$ cat src/rtl/iec_drive_pkg.sv
// Shared types and constants for the IEC drive subsystem block-device path.
package iec_drive_pkg;

    localparam int MAX_DRIVES = 4;

    typedef logic [31:0] lba_t;
    typedef logic [5:0]  blkcnt_t;

    typedef enum logic [1:0] {
        ST_IDLE = 2'd0,
        ST_REQ  = 2'd1,
        ST_XFER = 2'd2,
        ST_GAP  = 2'd3
    } arb_state_t;

    // Limit the requested drive count to what the 2-bit drive index can address.
    function automatic int clamp_drives(input int drives);
        if (drives < 1) begin
            clamp_drives = 1;
        end else if (drives > MAX_DRIVES) begin
            clamp_drives = MAX_DRIVES;
        end else begin
            clamp_drives = drives;
        end
    endfunction

endpackage

$ cat src/rtl/iec_sd_arbiter_rr_pick.sv
// Round-robin priority encoder: first pending index strictly after 'last', with wrap.
module rr_pick
    import iec_drive_pkg::*;
(
    input  logic [3:0] pending,
    input  logic [1:0] last,
    output logic [1:0] idx,
    output logic       valid
);

    logic [1:0] cand_s;

    // Scan farthest candidate first so the nearest successor of 'last' overwrites it.
    always_comb begin
        idx    = 2'd0;
        cand_s = 2'd0;
        for (int k = 3; k >= 0; k--) begin
            cand_s = last + 2'(k) + 2'd1;
            idx    = pending[cand_s] ? cand_s : idx;
        end
        valid = |pending;
    end

endmodule

$ cat src/rtl/iec_sd_arbiter.sv
// Round-robin arbiter folding the per-drive block request channels onto the single
// host SD block channel, with ack/write-data routing and a REQ watchdog.
module iec_sd_arbiter
    import iec_drive_pkg::*;
#(
    parameter int          DRIVES  = 2,
    parameter logic [23:0] TIMEOUT = 24'd10_000_000,
    localparam int         NDR     = clamp_drives(DRIVES),
    localparam int         N       = NDR - 1
) (
    input  logic        clk_sys,
    input  logic        reset,
    input  logic [31:0] drv_lba [NDR],
    input  logic [5:0]  drv_blk_cnt [NDR],
    input  logic [N:0]  drv_rd,
    input  logic [N:0]  drv_wr,
    output logic [N:0]  drv_ack,
    input  logic [7:0]  drv_buff_din [NDR],
    output logic [31:0] sd_lba,
    output logic [5:0]  sd_blk_cnt,
    output logic        sd_rd,
    output logic        sd_wr,
    input  logic        sd_ack,
    output logic [7:0]  sd_buff_din,
    output logic        busy,
    output logic [1:0]  cur_drive,
    output logic        timeout_err
);

    arb_state_t  state_r;
    logic [1:0]  last_r;
    logic [1:0]  cur_drive_r;
    lba_t        lba_r;
    blkcnt_t     blk_cnt_r;
    logic        op_rd_r;
    logic        sd_rd_r;
    logic        sd_wr_r;
    logic [N:0]  drv_ack_r;
    logic        busy_r;
    logic        timeout_err_r;
    logic [23:0] wd_r;

    lba_t        lba_pad_s [4];
    blkcnt_t     blk_pad_s [4];
    logic [7:0]  din_pad_s [4];
    logic [3:0]  rd_pad_s;
    logic [3:0]  wr_pad_s;
    logic [N:0]  ack_sel_s;
    logic [1:0]  pick_idx_s;
    logic        pick_valid_s;
    logic        req_held_s;

    // Absent drive slots read as idle so the picker and muxes can always work on 4 lanes.
    for (genvar g = 0; g < 4; g++) begin : g_pad
        if (g < NDR) begin : g_on
            assign lba_pad_s[g] = drv_lba[g];
            assign blk_pad_s[g] = drv_blk_cnt[g];
            assign din_pad_s[g] = drv_buff_din[g];
            assign rd_pad_s[g]  = drv_rd[g];
            assign wr_pad_s[g]  = drv_wr[g];
        end else begin : g_off
            assign lba_pad_s[g] = 32'd0;
            assign blk_pad_s[g] = 6'd0;
            assign din_pad_s[g] = 8'd0;
            assign rd_pad_s[g]  = 1'b0;
            assign wr_pad_s[g]  = 1'b0;
        end
    end

    for (genvar g = 0; g < NDR; g++) begin : g_ack
        assign ack_sel_s[g] = (cur_drive_r == 2'(g));
    end

    rr_pick u_rr_pick (
        .pending (rd_pad_s | wr_pad_s),
        .last    (last_r),
        .idx     (pick_idx_s),
        .valid   (pick_valid_s)
    );

    assign req_held_s = op_rd_r ? rd_pad_s[cur_drive_r] : wr_pad_s[cur_drive_r];

    // Arbitration FSM; every host-facing output is a register updated here.
    always_ff @(posedge clk_sys) begin
        if (reset) begin
            state_r       <= ST_IDLE;
            last_r        <= 2'(N);
            cur_drive_r   <= 2'd0;
            lba_r         <= 32'd0;
            blk_cnt_r     <= 6'd0;
            op_rd_r       <= 1'b0;
            sd_rd_r       <= 1'b0;
            sd_wr_r       <= 1'b0;
            drv_ack_r     <= {(N+1){1'b0}};
            busy_r        <= 1'b0;
            timeout_err_r <= 1'b0;
            wd_r          <= 24'd0;
        end else begin
            timeout_err_r <= 1'b0;
            case (state_r)
                ST_IDLE: begin
                    drv_ack_r <= {(N+1){1'b0}};
                    if (pick_valid_s) begin
                        cur_drive_r <= pick_idx_s;
                        lba_r       <= lba_pad_s[pick_idx_s];
                        blk_cnt_r   <= blk_pad_s[pick_idx_s];
                        op_rd_r     <= rd_pad_s[pick_idx_s];
                        sd_rd_r     <= rd_pad_s[pick_idx_s];
                        sd_wr_r     <= ~rd_pad_s[pick_idx_s];
                        wd_r        <= 24'd0;
                        busy_r      <= 1'b1;
                        state_r     <= ST_REQ;
                    end else begin
                        busy_r      <= 1'b0;
                        state_r     <= ST_IDLE;
                    end
                end
                ST_REQ: begin
                    if (sd_ack) begin
                        sd_rd_r   <= 1'b0;
                        sd_wr_r   <= 1'b0;
                        drv_ack_r <= ack_sel_s;
                        state_r   <= ST_XFER;
                    end else if (!req_held_s) begin
                        sd_rd_r   <= 1'b0;
                        sd_wr_r   <= 1'b0;
                        state_r   <= ST_GAP;
                    end else if (wd_r == (TIMEOUT - 24'd1)) begin
                        sd_rd_r       <= 1'b0;
                        sd_wr_r       <= 1'b0;
                        timeout_err_r <= 1'b1;
                        state_r       <= ST_GAP;
                    end else begin
                        wd_r <= (wd_r == 24'hFF_FFFF) ? wd_r : wd_r + 24'd1;
                    end
                end
                ST_XFER: begin
                    drv_ack_r <= sd_ack ? ack_sel_s : {(N+1){1'b0}};
                    state_r   <= sd_ack ? ST_XFER : ST_GAP;
                end
                ST_GAP: begin
                    last_r  <= cur_drive_r;
                    busy_r  <= 1'b0;
                    state_r <= ST_IDLE;
                end
                default: begin
                    state_r <= ST_IDLE;
                end
            endcase
        end
    end

    assign sd_lba      = lba_r;
    assign sd_blk_cnt  = blk_cnt_r;
    assign sd_rd       = sd_rd_r;
    assign sd_wr       = sd_wr_r;
    assign drv_ack     = drv_ack_r;
    assign busy        = busy_r;
    assign cur_drive   = cur_drive_r;
    assign timeout_err = timeout_err_r;
    assign sd_buff_din = din_pad_s[cur_drive_r];

endmodule

$ cat config.mk
export PLATFORM = sky130hd
export DESIGN_NAME = iec_sd_arbiter
export DESIGN_NICKNAME = d
export VERILOG_FILES = /design/src/rtl/iec_drive_pkg.sv /design/src/rtl/iec_sd_arbiter_rr_pick.sv /design/src/rtl/iec_sd_arbiter.sv
export SDC_FILE = /design/constraint.sdc
export NUM_CORES = 1
export LEC_CHECK = 0
export BUFFER_PORTS_ARGS = -buffer_cell sky130_fd_sc_hd__clkbuf_2
export CAP_MARGIN = 25
export CORE_MARGIN = 5
export CORE_UTILIZATION = 31
export CTS_BUF_LIST = sky130_fd_sc_hd__clkbuf_4 sky130_fd_sc_hd__clkbuf_8 sky130_fd_sc_hd__clkbuf_16
export DETAILED_ROUTE_END_ITERATION = 10
export GPL_TIMING_DRIVEN = 0
export PLACE_DENSITY = 0.59
export SLEW_MARGIN = 0
export SYNTH_ARGS = -nofsm -noshare
export SYNTH_HDL_FRONTEND = slang
export SYNTH_SLANG_ARGS = --single-unit
export TNS_END_PERCENT = 100
$ cat constraint.sdc
create_clock -name clk_sys -period 2.2 [get_ports clk_sys]
set_input_delay 0.22 -clock clk_sys [delete_from_list [all_inputs] [get_ports clk_sys]]
set_output_delay 0.22 -clock clk_sys [all_outputs]
set_load 0.02 [all_outputs]
==> results of run 1 <==
## worst min path at each step
stage,startpoint,end,slack (ns),cells after the start
2_1_floorplan,sd_ack,timeout_err$_SDFF_PP0_,0.43,3
3_3_place_gp,sd_wr$_SDFFE_PP0P_,sd_wr$_SDFFE_PP0P_,0.45,2
3_5_place_dp,sd_wr$_SDFFE_PP0P_,sd_wr$_SDFFE_PP0P_,0.46,2
4_1_cts,drv_lba[14],sd_lba[14]$_SDFFE_PP0P_,0.20,3
5_1_grt,drv_lba[12],sd_lba[12]$_SDFFE_PP0P_,0.20,3
6_report,drv_lba[12],sd_lba[12]$_SDFFE_PP0P_,0.21,3
## placed cells by master, fill, tap and decap left out, types with 3 or more instances in the layout
master | netlist | routed
nand3_1 | 11 | 11
buf_2 | 9 | 8
clkbuf_2 | 0 | 152
o21ai_1 | 4 | 4
a211oi_1 | 39 | 39
nor3_1 | 4 | 3
nand2_1 | 24 | 23
inv_1 | 8 | 6
buf_4 | 0 | 10
and4_1 | 3 | 3
dfxtp_1 | 75 | 66
o21ai_0 | 14 | 12
or3_1 | 15 | 14
nor4_1 | 7 | 4
nand4_1 | 6 | 6
a22oi_1 | 3 | 3
nor2_1 | 66 | 66
buf_6 | 1 | 4
or4_1 | 7 | 7
and3_1 | 3 | 3
dfxtp_4 | 0 | 3
clkbuf_16 | 0 | 9
a21oi_1 | 24 | 22
clkbuf_1 | 16 | 14
mux2i_1 | 48 | 48
o211ai_1 | 6 | 6
ha_4 | 0 | 3
dfxtp_2 | 0 | 6
## kinds of logic (layout without fill, tap and decap cells)
family | count (synthesis) | in the layout | share of synthesized area, %
mux | 49 | 49 | 13.55
flops | 75 | 75 | 40.46
compound gates | 103 | 103 | 19.29
simple gates | 157 | 157 | 20.87
buf+inv | 36 | 213 | 4.147
fa+ha+maj | 5 | 5 | 1.686
## power groups by stage
stage                     clock, W  sequential, W  combinational, W
after floorplan                  0        0.00237           0.00128
after global placement           0        0.00197           0.00250
after detailed placement         0        0.00197           0.00253
after CTS                  0.00150        0.00195           0.00259
after global routing       0.00155        0.00202           0.00308
final                      0.00146        0.00197           0.00280
## routing by layer
layer | up-vias | wire (um) | track usage (%)
met5 | - | 0 | 0
met4 | 0 | 72 | 3.937
met3 | 9 | 786 | 4.986
met2 | 109 | 5277 | 25.11
met1 | 1734 | 4678 | 18.32
li1 | 1911 | - | -
## worst min-delay path, cell delays in order
cell	delay (ns)
clkbuf_2	0.08
mux2i_1	0.11
a211oi_1	0.08
## final cells by class
class | instances | area (um^2) | area share (%)
multi-input combinational | 314 | 2192 | 42.13
sequential | 75 | 1520 | 29.21
timing repair buffer | 163 | 840.8 | 16.16
clock buffer | 9 | 225.2 | 4.328
tap | 147 | 183.9 | 3.534
buffer | 27 | 140.1 | 2.693
clock inverter | 6 | 66.31 | 1.274
inverter | 8 | 35.03 | 0.6732
## synth_stat cells (4+ instances only)
cell	instances
a211oi_1	39
dfxtp_1	75
or4_1	7
or3_1	15
o211ai_1	6
nor2_1	66
nand3_1	11
nand4_1	6
buf_2	9
nand2_1	24
inv_1	8
nor3_1	4
a21oi_1	24
o21ai_0	14
nor4_1	7
mux2i_1	48
clkbuf_1	16
ha_1	5
o21ai_1	4
## flip-flops by register name (all words and copies together) (netlist names)
name and flops:
busy 1, cur_drive 2, drv_ack 2, last_r 2, op_rd_r 1, sd_blk_cnt 6, sd_lba 32, sd_rd 1
sd_wr 1, state_r 2, timeout_err 1, wd_r 24
## through the flow
step                      hold WS (ns)  cell area (um^2)  setup TNS [ns]  worst slack [ns]
after floorplan                 0.4261              3711               0            0.1591
after global placement          0.4536              4651          -1.838           -0.1841
after detailed placement        0.4556              4651          -2.487           -0.2482
after CTS                       0.2005              4975               0         0.0006581
after global routing            0.2032              5204               0         0.0009712
final                           0.2070              5204               0           0.07947
## what timing repair did
item,4_1_cts,5_1_grt
hold endpoints to repair,0,0
gates cloned,0,2
pin swaps,2,13
buffers inserted,1,9
gates resized for setup,8,43
endpoints found under the setup margin,24,24
==> results by group, run 1 <==
Synthesis
  • Post-Syn Area: 3711 um^2
  • Post-synth top area cell: dfxtp_1
  • Number of synthesized flops with an enable pin: 0
  • Asr flop ratio synth: 0%
  • Synth cell types: 46
  • Yosys warns: 0
  • Synth Net Count: 529
  • Sequential area share after synthesis: 40.46%
  • Area share of the largest cell type after synthesis: 40.46%
  • Seq cells post-synth: 75
  • Mapped Cells: 425
  • Top post-synthesis cells by area: dfxtp_1 40%, mux2i_1 13%, a211oi_1 7.9%
  • Top FF cell, synth: dfxtp_1
  • Synthesized area per cell: 8.732 um^2

Floorplanning
  • Die X: 119.4 um
  • Die area: 14260 um^2
  • Initial Utilization: 31.29%
  • IO Pins: 153
  • Core Region: 11860 um^2
  • Chip Height: 119.4 um
  • Row count: 40

STA
  • Normalized max-slew margin: 57.79%
  • Slew Limit Fails: 0
  • Fmax: 471.6 MHz
  • Clock skew: 0.007816 ns
  • Final hold viol count: 0
  • Unrepaired setup endpoints after global routing: false
  • Final Cycle Share: 96.39%
  • Final min period: 2.121 ns
  • Worst Max-Slew Pin Slew: 0.6332 ns
  • Setup violators final: 0

Power
  • Sw Share: 40.88%
  • VDD IR max: 0.6299 mV
  • P per Cell Area: 1196 nW/um^2
  • Power, Total: 0.006221 W
  • Clock power share: 23.4%
  • Pleak: 2.340 nW
  • Seq pwr share: 31.7%
  • Int Pwr: 0.003678 W
  • Logic pwr share: 44.9%
  • Sw power: 0.002543 W

Place
  • # port buffers: 151
  • Placed Instances: 723
  • Placer Congestion: 0.8339
  • Hpwl dp: 8343 um

Status
  • Status: complete, no violations

Worst setup path
  • WP data required: 2.47 ns
  • R2R Path End: wd_r[11]$_SDFFE_PP0P_
  • Crit Path Category: flip-flop to flip-flop
  • WP buf/inv: 3
  • Reg-to-Reg Start: state_r[0]$_SDFFE_PP0P_
  • Worst path most repeated cell: buf_4
  • Crit path to: wd_r[11]$_SDFFE_PP0P_
  • Crit path DAT: 2.39 ns
  • Worst-path maximum fanout: 5
  • Slowest-stage cell, CP: or4_1
  • Critical Path Stages: 10
  • CP max stage delay: 0.39 ns
  • CP top delay family: compound AO/OA/AOI/OAI gates
  • Worst setup EP type: flip-flop
  • Crit path launch type: flip-flop
  • R2r setup slk: 0.08 ns
  • Worst Reg-to-Reg Cells: 10
  • Critical-path cell list: inv_4 > ha_4 > buf_4 > nor2b_2 > o211ai_1 > a311oi_2 > o21ai_4 > buf_4 > or4_1 > nand2_1
  • Crit path from: state_r[0]$_SDFFE_PP0P_

Hold path
  • Hold crit path type: input port to flip-flop

Detailed routing
  • DR vias: 3763
  • WL/cell: 14.44 um
  • DR pass1 iterations: 4
  • ANT nets after route: 0
  • Iter 0 DRT Violations: 139
  • Residual DRC: 0
  • Routed vias/inst: 5.024
  • Final wirelength: 10810 um

GRT
  • Total grt overflow: 0
  • GRT Total Usage: 14.94%
  • Initial antenna violation count: 0
  • Largest net degree at the start of global routing: 14
  • Number of global-route vias before repair: 3790
  • First-pass GRT wire length: 17770 um

Clocking
  • CTS tree: done
  • H-tree depth: 3
  • Total CTS buffers: 9
  • Clock Path Buffers: 2
  • Hold Buf Count CTS: 0
  • Clk_lat worst skew: 0.33 ns
  • Clock Root Buffer: clkbuf_16
  • Clock transition at path regs: 0.06 ns
  • CTS sink count: 75

Final layout
  • Share of cells above drive strength 1: 37.04%
  • Layout Cells excl Fill: 749
  • # diodes: 0
  • Final core utilization: 43.87%
  • Layout Nets: 702
  • Synth-to-layout area growth: 40.22%
  • Fillers: 1143

Flow run
  • Max-Cap Viols: 0
(Power assumes the default switching activity.)
==> run 2: changes to the inputs <==
Settings changed: BUFFER_PORTS_ARGS -buffer_cell sky130_fd_sc_hd__clkbuf_2 to not set, CORE_ASPECT_RATIO set to 1.5, CORE_UTILIZATION 31 to 45, DONT_BUFFER_PORTS set to 1, PLACE_DENSITY 0.59 to 0.63.
==> run 2 against run 1 <==
  * Combinational power decreased by 36%
  * Clock power is 5% lower
  * First-iteration DRC count grew 19%
  * Critical path type unchanged
  * Critical endpoint is now wd_r[7]$_SDFFE_PP0P_
==> results by group, run 2 (synthesis gave the netlist of run 1 again) <==
Hold path
  • Hold-critical path depth: 3
  • Worst hold endpoint: timeout_err$_SDFF_PP0_
  • Hold Startpoint: sd_ack
  • Hold crit path type: input port to flip-flop

Detailed routing
  • WL/cell: 18.13 um
  • Routed vias/inst: 5.873
  • DR pass1 iterations: 5
  • ANT nets after route: 0
  • Final wirelength: 10100 um
  • Residual DRC: 0
  • DR vias: 3271
  • Iter 0 DRT Violations: 166

STA
  • Final hold viol count: 0
  • Worst Max-Slew Pin Slew: 0.6069 ns
  • Setup ws final: 0.08249 ns
  • Normalized max-slew margin: 59.54%
  • Final min period: 2.118 ns
  • Setup violators final: 0
  • Final Cycle Share: 96.25%
  • Hold_ws: 0.1116 ns
  • Clock skew: 0.006197 ns
  • Fmax: 472.3 MHz
  • Slew Limit Fails: 0

Worst setup path
  • R2r setup slk: 0.08 ns
  • R2R Path End: wd_r[7]$_SDFFE_PP0P_
  • CP top delay family: compound AO/OA/AOI/OAI gates
  • Crit path DAT: 2.38 ns
  • Worst Reg-to-Reg Cells: 8
  • WP buf/inv: 2
  • Slowest-stage cell, CP: dfxtp_1
  • Crit path from: wd_r[3]$_SDFFE_PP0P_
  • Reg-to-Reg Start: wd_r[3]$_SDFFE_PP0P_
  • Worst path most repeated cell: buf_6
  • CP max stage delay: 0.41 ns
  • WP data required: 2.47 ns
  • Critical-path cell list: nand4_1 > nor4_4 > a41oi_4 > a31oi_2 > buf_6 > buf_6 > o21ai_0 > a21oi_1
  • Worst setup EP type: flip-flop
  • Crit path launch type: flip-flop
  • Worst-path maximum fanout: 10
  • Crit Path Category: flip-flop to flip-flop

Floorplanning
  • Initial Utilization: 46.06%
  • IO Pins: 153
  • Die X: 84.15 um
  • Row count: 40
  • Core Region: 8058 um^2
  • Die area: 10200 um^2
  • Chip Height: 121.2 um

Power
  • P per Cell Area: 1303 nW/um^2
  • Pleak: 1.671 nW
  • VDD IR max: 0.7788 mV
  • Power, Total: 0.005637 W

Final layout
  • Layout Nets: 551
  • Synth-to-layout area growth: 16.55%
  • Most frequent cells in the layout: 69 x dfxtp_1, 66 x nor2_1, 48 x mux2i_1, 39 x a211oi_1
  • # diodes: 0
  • Share of cells above drive strength 1: 14.16%
  • Reg area: 1511 um^2
  • Most common cell after layout, fill and taps aside: dfxtp_1
  • Fillers: 756
  • Max reg flops: 32
  • Design area: 4325 um^2
  • Multi-input logic area: 2143 um^2

GRT
  • GRT busiest layer: met2
  • Total grt overflow: 0
  • GRT met2 Usage: 34.24%
  • First-pass GRT wire length: 15660 um
  • Largest net degree at the start of global routing: 15
  • Initial antenna violation count: 0
  • GRT Total Usage: 18.84%
  • Number of global-route vias before repair: 3331
  • Global Route met3 Usage: 5.774%
  • Global-route track usage on met1: 19.44%

Place
  • Hpwl dp: 7450 um
  • Place WS: -0.2454 ns
  • Placer Congestion: 0.8617
  • # port buffers: 0
  • Placed inst area: 3842 um^2

Clocking
  • H-tree depth: 3
  • CTS sink count: 75
  • Clock transition at path regs: 0.06 ns
  • Clk_lat worst skew: 0.33 ns
  • Clock Root Buffer: clkbuf_16
  • CTS tree: done
  • Clock Path Buffers: 2
  • Total CTS buffers: 9

Status
  • Status: complete, no violations

Flow run
  • Max-Cap Viols: 0
## run 2: cell type report
cell class,instances,share of cell area (%)
buffer,27,3.124
multi-input combinational,314,49.55
inverter,8,0.7521
clock buffer,10,5.380
timing repair buffer,12,2.083
sequential,75,34.94
clock inverter,6,1.128
tap,105,3.037
## run 2: worst max-delay path by stage
stage	endpoint	slack (ns)	cells after the start
finish	wd_r[7]$_SDFFE_PP0P_	0.08	8
global placement	wd_r[15]$_SDFFE_PP0P_	-0.17	10
global route	wd_r[2]$_SDFFE_PP0P_	-0.08	8
floorplan	wd_r[19]$_SDFFE_PP0P_	0.16	10
CTS	wd_r[17]$_SDFFE_PP0P_	0.003	10
detailed placement	wd_r[17]$_SDFFE_PP0P_	-0.25	10
## run 2: metal layers
metal,up-vias,share of wire [%]
met5,-,0
met4,0,1.8
met3,17,6.6
met2,96,54
met1,1545,37
li1,1613,-
## run 2: worst min-delay path, delay by kind of cell
kind / cells / cell delay [ns]
simple gates: 3 / 0.18
## run 2: power breakdown
part           leakage, nW  internal, W  switching, W  total, W
Clock                0.129     0.000786      0.000608   0.00139
Combinational        0.923     0.000710       0.00107   0.00178
Sequential           0.619      0.00174      0.000719   0.00246
Total                 1.67      0.00324       0.00240   0.00564
## run 2: what timing repair did
| item | in CTS | in global routing |
|---|---|---|
| hold buffers | 0 | 0 |
| pin swaps | 1 | 9 |
| resized for setup | 8 | 23 |
| setup buffers | 1 | 11 |
| setup endpoints to repair | 23 | 24 |
## run 2: through the flow
stage / utilization, % / cells / TNS (ns)
2_1_floorplan: - / 425 / 0
3_3_place_gp: 47.69 / 530 / -1.471
3_5_place_dp: 47.69 / 530 / -2.422
4_1_cts: 51.60 / 546 / 0
5_1_grt: 53.68 / 557 / -0.5103
6_report: 53.68 / 557 / 0
